<file path="src/rtl/vram_pkg.sv">
// Shared VRAM geometry, pixel and FSM types, and the peak-to-shift helpers
// used by the accumulation VRAM read path.
package vram_pkg;

    localparam int unsigned VRAM_DEPTH = 9216;
    localparam int unsigned VRAM_AW    = 14;
    localparam int unsigned VRAM_DW    = 64;

    typedef logic [7:0] pixel_t;

    localparam logic [1:0] ST_IDLE  = 2'd0;
    localparam logic [1:0] ST_RUN   = 2'd1;
    localparam logic [1:0] ST_DRAIN = 2'd2;

    typedef enum logic [1:0] {
        IDLE  = ST_IDLE,
        RUN   = ST_RUN,
        DRAIN = ST_DRAIN
    } state_t;

    // Index of the highest set bit; 0 for a zero input.
    function automatic logic [5:0] msb_index(input logic [63:0] v);
        logic [5:0] idx;
        idx = '0;
        for (int unsigned i = 0; i < 64; i++) begin
            if (v[i]) idx = 6'(i);
        end
        return idx;
    endfunction

    // Shift that maps the previous peak onto the top of the 8-bit range.
    function automatic logic [5:0] shift_for_peak(input logic [63:0] p);
        logic [5:0] m;
        m = msb_index(p);
        return (m >= 6'd7) ? (m - 6'd7) : 6'd0;
    endfunction

endpackage

</file>
<file path="src/rtl/sync_fifo.sv">
// Synchronous first-word-fall-through FIFO with occupancy count.
// DEPTH must be a power of two so the pointers wrap naturally.
module sync_fifo #(
    parameter int unsigned WIDTH = 8,
    parameter int unsigned DEPTH = 4
) (
    input  logic                     clk,
    input  logic                     rst,
    input  logic                     wr_en,
    input  logic [WIDTH-1:0]         wr_data,
    input  logic                     rd_en,
    output logic [WIDTH-1:0]         rd_data,
    output logic [$clog2(DEPTH):0]   count,
    output logic                     full,
    output logic                     empty
);

    localparam int unsigned AW = $clog2(DEPTH);

    logic [WIDTH-1:0] mem [DEPTH];
    logic [AW-1:0]    wr_ptr;
    logic [AW-1:0]    rd_ptr;
    logic             do_wr;
    logic             do_rd;

    assign full    = (count == (AW+1)'(DEPTH));
    assign empty   = (count == '0);
    assign do_wr   = wr_en && !full;
    assign do_rd   = rd_en && !empty;
    assign rd_data = mem[rd_ptr];

    always_ff @(posedge clk) begin
        if (do_wr) mem[wr_ptr] <= wr_data;
    end

    always_ff @(posedge clk or posedge rst) begin
        if (rst) begin
            wr_ptr <= '0;
            rd_ptr <= '0;
            count  <= '0;
        end else begin
            if (do_wr) wr_ptr <= wr_ptr + 1'b1;
            if (do_rd) rd_ptr <= rd_ptr + 1'b1;
            case ({do_wr, do_rd})
                2'b10:   count <= count + 1'b1;
                2'b01:   count <= count - 1'b1;
                default: count <= count;
            endcase
        end
    end

endmodule

</file>
<file path="src/rtl/vram_axis_reader.sv">
// Scans the accumulation VRAM once per frame request, normalises each value
// against the previous frame's peak and streams it out as AXIS grey video.
module vram_axis_reader
    import vram_pkg::*;
#(
    parameter int unsigned H_ACT      = 96,
    parameter int unsigned V_ACT      = 96,
    parameter int unsigned RD_LAT     = 2,
    parameter int unsigned FIFO_DEPTH = 4
) (
    input  logic               Aclk,
    input  logic               rst,
    input  logic               frame_start,
    output logic [VRAM_AW-1:0] vram_addr,
    input  logic [VRAM_DW-1:0] vram_data,
    output logic [23:0]        m_axis_tdata,
    output logic               m_axis_tvalid,
    input  logic               m_axis_tready,
    output logic               m_axis_tuser,
    output logic               m_axis_tlast,
    output logic               busy,
    output logic               frame_done,
    output logic [VRAM_DW-1:0] peak
);

    localparam int unsigned CW = $clog2(FIFO_DEPTH) + 1;
    localparam int unsigned XW = $clog2(H_ACT);
    localparam int unsigned YW = $clog2(V_ACT);
    localparam logic [VRAM_AW:0] NPIX  = (VRAM_AW+1)'(H_ACT * V_ACT);
    localparam logic [XW-1:0]    XLAST = XW'(H_ACT - 1);
    localparam logic [YW-1:0]    YLAST = YW'(V_ACT - 1);

    state_t             state;
    logic [VRAM_AW:0]   rd_cnt;
    logic [VRAM_AW-1:0] addr_q;
    logic [RD_LAT-1:0]  tag;
    logic [5:0]         shift;
    logic [VRAM_DW-1:0] running_max;
    logic [XW-1:0]      x;
    logic [YW-1:0]      y;

    logic [CW-1:0]      inflight;
    logic [CW-1:0]      fifo_count;
    logic [CW:0]        pending;
    logic               fifo_full;
    logic               fifo_empty;
    pixel_t             fifo_out;

    logic               issue;
    logic               ret_valid;
    logic               hs;
    logic               last_hs;
    logic [VRAM_DW-1:0] clamped;
    logic [VRAM_DW-1:0] scaled;
    logic [VRAM_DW-1:0] frame_max;
    pixel_t             g;

    always_comb begin
        inflight = '0;
        for (int unsigned i = 0; i < RD_LAT; i++) begin
            inflight = inflight + CW'(tag[i]);
        end
    end

    // Credits cover both the read pipeline and the FIFO, so a push never finds it full.
    assign pending   = {1'b0, inflight} + {1'b0, fifo_count};
    assign issue     = (state == RUN) && (rd_cnt < NPIX) && !fifo_full &&
                       (pending < (CW+1)'(FIFO_DEPTH));
    assign ret_valid = tag[RD_LAT-1];

    assign clamped   = vram_data[VRAM_DW-1] ? '0 : vram_data;
    assign scaled    = clamped >> shift;
    assign g         = (|scaled[VRAM_DW-1:8]) ? 8'hFF : scaled[7:0];
    assign frame_max = (ret_valid && (clamped > running_max)) ? clamped : running_max;

    assign hs      = m_axis_tvalid && m_axis_tready;
    assign last_hs = hs && (x == XLAST) && (y == YLAST);

    assign vram_addr     = addr_q;
    assign m_axis_tvalid = !fifo_empty;
    assign m_axis_tdata  = {fifo_out, fifo_out, fifo_out};
    assign m_axis_tuser  = m_axis_tvalid && (x == '0) && (y == '0);
    assign m_axis_tlast  = m_axis_tvalid && (x == XLAST);

    sync_fifo #(
        .WIDTH (8),
        .DEPTH (FIFO_DEPTH)
    ) u_fifo (
        .clk     (Aclk),
        .rst     (rst),
        .wr_en   (ret_valid),
        .wr_data (g),
        .rd_en   (hs),
        .rd_data (fifo_out),
        .count   (fifo_count),
        .full    (fifo_full),
        .empty   (fifo_empty)
    );

    always_ff @(posedge Aclk or posedge rst) begin
        if (rst) begin
            state       <= IDLE;
            rd_cnt      <= '0;
            addr_q      <= '0;
            tag         <= '0;
            shift       <= '0;
            running_max <= '0;
            peak        <= '0;
            x           <= '0;
            y           <= '0;
            busy        <= 1'b0;
            frame_done  <= 1'b0;
        end else begin
            frame_done <= last_hs;

            tag[0] <= issue;
            for (int unsigned i = 1; i < RD_LAT; i++) begin
                tag[i] <= tag[i-1];
            end

            if (ret_valid) running_max <= frame_max;

            if (hs) begin
                if (x == XLAST) begin
                    x <= '0;
                    y <= (y == YLAST) ? '0 : y + 1'b1;
                end else begin
                    x <= x + 1'b1;
                end
            end

            // Address holds at the final pixel once the scan is complete.
            if (issue) begin
                rd_cnt <= rd_cnt + 1'b1;
                if (rd_cnt != NPIX - 1'b1) addr_q <= addr_q + 1'b1;
            end

            case (state)
                IDLE: begin
                    if (frame_start) begin
                        state       <= RUN;
                        rd_cnt      <= '0;
                        addr_q      <= '0;
                        running_max <= '0;
                        x           <= '0;
                        y           <= '0;
                        shift       <= shift_for_peak(peak);
                        busy        <= 1'b1;
                    end
                end
                RUN: begin
                    if (rd_cnt == NPIX) state <= DRAIN;
                end
                DRAIN: begin
                    if (last_hs) begin
                        state <= IDLE;
                        busy  <= 1'b0;
                        peak  <= frame_max;
                    end
                end
                default: state <= IDLE;
            endcase
        end
    end

endmodule

</file>
<file path="config.mk">
export PLATFORM = sky130hd
export DESIGN_NAME = vram_axis_reader
export DESIGN_NICKNAME = d
export VERILOG_FILES = /design/src/rtl/vram_pkg.sv /design/src/rtl/sync_fifo.sv /design/src/rtl/vram_axis_reader.sv
export SDC_FILE = /design/constraint.sdc
export NUM_CORES = 1
export LEC_CHECK = 0
export CAP_MARGIN = 20
export CELL_PAD_IN_SITES_DETAIL_PLACEMENT = 0
export CELL_PAD_IN_SITES_GLOBAL_PLACEMENT = 2
export CORE_AREA = 2 2 230 232
export CTS_BUF_LIST = sky130_fd_sc_hd__clkbuf_16
export CTS_CLUSTER_DIAMETER = 80
export CTS_CLUSTER_SIZE = 14
export DETAILED_ROUTE_END_ITERATION = 8
export DIE_AREA = 0 0 232 234
export PLACE_DENSITY_LB_ADDON = 0.05
export SLEW_MARGIN = 0
export SYNTH_ARGS = -nofsm -noshare
export SYNTH_HDL_FRONTEND = slang
export SYNTH_SLANG_ARGS = --single-unit
</file>
<file path="constraint.sdc">
create_clock -name Aclk -period 7.5 [get_ports Aclk]
set_clock_uncertainty 0.1 [all_clocks]
set_input_delay 2.25 -clock Aclk [delete_from_list [all_inputs] [get_ports Aclk]]
set_output_delay 2.25 -clock Aclk [all_outputs]
set_load 0.1 [all_outputs]
</file>
==> results_dict.tcl <==
set metrics [dict create \
    r2r_end "u_fifo.mem[2][0]" \
    die_x_microns 232 \
    crit_arrival_ns 6.69 \
    setup_violations 0 \
    die-area_sq_um 54300 \
    portBuffers 174 \
    critPathSlowestCell "o21ai_0" \
    path_buf_inv 7 \
    synth.top_cell.area_share_pct 29.0 \
    critPathTopFamily "compound AO/OA/AOI/OAI gates" \
    overflow 0 \
    vias_per_cell 5.60 \
    fp-row-count 84 \
    start_kind "input pin" \
    power_leakage_nw 7.93 \
    finalCritPeriodShare_pct 84.9 \
    grt_pass1_wl_mm 93.5 \
    max_freq_ghz 0.157 \
    final_antenna_net_count 0 \
    yosys_warnings 0 \
    outcome "finished, final reports clean" \
    post-synth-top-area-cell "dfrtp_1" \
    p_seq_share_pct 27.2 \
    cts_htree_levels 1 \
    tightest_slew_ns 1.02 \
    cts_tree "yes" \
    dr.pass1.iters 6 \
    crit_path_start "vram_data[63]" \
    power_switching_mw 3.10 \
    synth-main-ff-cell "dfrtp_1" \
    final_area_sq_um 19300 \
    drc 0 \
    final_cells 2644 \
    drv_cap 0 \
    synth.cell_area_sq_um 16400 \
    core-area_sq_um 52000 \
    avgSynthCellArea_sq_um 8.82 \
    p_comb_share_pct 54.2 \
    crit_path_cell_trace "clkdlybuf4s50_1 > inv_2 > buf_12 > buf_4 > nand2_1 > inv_1 > ha_1 > a21o_1 > a2bb2oi_1 > a21oi_1 > o21ai_0 > a2111oi_0 > a211oi_2 > a21oi_4 > buf_12 > buf_4 > o31a_1" \
    drt-initial-drc-count 1219 \
    netlist_instances 1856 \
    post_drt_wl_per_cell_microns 23.1 \
    r2r_slack_ns 2.95 \
    min_period_ns 6.37 \
    endpoint_kind "register" \
    cp-endpoint "peak[16]" \
    max_stage_delay_ns 0.57 \
    power_mw 6.26 \
    crit_path_max_fanout 51 \
    synth-edff-count 32 \
    ys_ff_latch 222 \
    postCtsSetupRepairBufs 0 \
    hold_viol 0 \
    slew_violations 0 \
    wl_mm 61.2 \
    grtUsageTotal_pct 22.5 \
    cts_num_sinks 222 \
    ioPinCount 175 \
    rsz0062_at_grt "false" \
    rr_startpoint "shift[0]" \
    drive_above_1_share_pct 7.47 \
    ys_seq_area_share_pct 34.9 \
    place_inst 2603 \
    postCtsHoldBufs 0 \
    cts_root_buffer "clkbuf_16" \
    synth.net_count 2002 \
    mostFrequentLayoutCells "187 x dfrtp_1, 174 x clkdlybuf4s50_1, 167 x nor2_1, 166 x inv_1, 140 x nand2_1" \
    ys_top_cells_by_area "dfrtp_1 29%, ha_1 5.9%, edfxtp_1 5.9%" \
    rr_worst_depth 10 \
    ir_worst_vdd_v 0.000248 \
    die_h_microns 234 \
    hp-class "reg -> reg" \
    nNetsFinal 2086 \
    cts.clk_slew.worst_paths_ns 0.07 \
    clockPowerShare_pct 18.6 \
    grt_max_degree 106 \
    crit_required_ns 7.82 \
    intPower_mw 3.16 \
    sw_frac_of_total_pct 49.6 \
    dp_hpwl_mm 43.9 \
    relSlewSlack_pct 32.0 \
    clk_path_buf_depth 3 \
    postSynth.asyncResetShare_pct 85.6 \
    antenna_found_initial 2 \
    grt_pass1_vias 14700 \
    worstSkewPairLatency_ns 0.54 \
    final.setup.tns_ns 0 \
    gp_congestion 0.830 \
    power_density_nw_per_um2 324 \
    start_util_pct 31.5 \
    yosysUniqueCellTypes 86 \
    mostFrequentLayoutCell "dfrtp_1" \
    cts-resized-gates 0 \
    area_growth_pct 18.0 \
    vias 14800 \
    crit_cells 17 \
    dpl_cell_area_sq_um 18600 \
    numCtsBuffers 23 \
    worstSetupPathType "in -> reg" \
]
[state kept, by name, summed over array words and instances (netlist names), 2 cells and up]
| signal | flops |
|---|---|
| shift | 6 |
| state | 2 |
| tag | 2 |
| u_fifo.count | 3 |
| rd_cnt | 15 |
| peak | 64 |
| y | 7 |
| vram_addr | 14 |
| x | 7 |
| u_fifo.mem | 32 |
| u_fifo.wr_ptr | 2 |
| u_fifo.rd_ptr | 2 |
| running_max | 64 |
[per-layer routing]
layer	wire length [microns]	vias to the layer above	GRT usage (%)
met5	8	-	0
met4	1580	2	5.63
met3	2550	71	2.70
met2	27400	368	35.1
met1	29600	7355	32.8
li1	-	7008	-
[synthesized netlist by cell type (12+ instances only)]
cell	instances
a211oi_1	20
o22ai_1	23
nor2_1	167
o21ai_0	66
buf_4	19
and2_1	13
dfrtp_1	190
nor2b_1	12
nand2b_1	13
inv_1	160
mux2i_1	69
a32oi_1	15
a21o_1	12
xnor2_1	14
buf_2	25
o211ai_1	13
mux4_2	37
nor4_1	17
buf_1	21
xor2_1	25
a31oi_1	59
a21oi_1	63
nand3_1	106
nand4_1	29
nor3_1	43
o31a_1	63
ha_1	77
nand2_1	142
edfxtp_1	32
o31ai_1	70
clkbuf_1	75
[metrics by stage]
step	hold slack [ns]	util (%)	setup slack, ns
floorplan	0.260	-	1.66
global route	0.305	37.1	0.862
finish	0.287	37.1	1.13
CTS	0.288	37.1	1.19
global placement	0.272	35.7	0.666
detailed placement	0.271	35.7	0.635
[cell families after synthesis]
| kind of cell | synth area share, % |
|---|---|
| adder cells (fa/ha/maj) | 6.01 |
| AND/OR/NAND/NOR | 17.5 |
| flip-flops | 34.9 |
| buffers and inverters | 8.09 |
| AO/OA/AOI/OAI | 21.3 |
| XOR/XNOR | 2.09 |
| multiplexers | 10.1 |
[cell type report]
class	instances	area (sq um)
fillers	5371	32700
multi-input cells	1323	9350
flip-flops and latches	222	5720
repair buffers	205	2040
well taps	688	861
inverters	165	623
clock buffers	23	576
clock inverters	17	148
diodes	1	2.50
[how the worst min path moves through the flow]
stage                 from     end  slack, ns  cells past startpoint
detailed placement  tag[0]  tag[1]       0.27                      0
global placement    tag[0]  tag[1]       0.27                      0
CTS                 tag[0]  tag[1]       0.29                      0
finish              tag[0]  tag[1]       0.29                      0
global route        tag[0]  tag[1]       0.31                      0
floorplan           tag[0]  tag[1]       0.26                      0
[power groups by stage]
stage | registers (mW) | logic (mW) | clock network [mW]
floorplan | 1.79 | 2.44 | 0
global placement | 1.72 | 3.40 | 0
detailed placement | 1.73 | 3.40 | 0
CTS | 1.70 | 3.41 | 1.21
global route | 1.74 | 3.68 | 1.24
finish | 1.70 | 3.39 | 1.16
No activity file was read; power rests on OpenSTA's default activity.
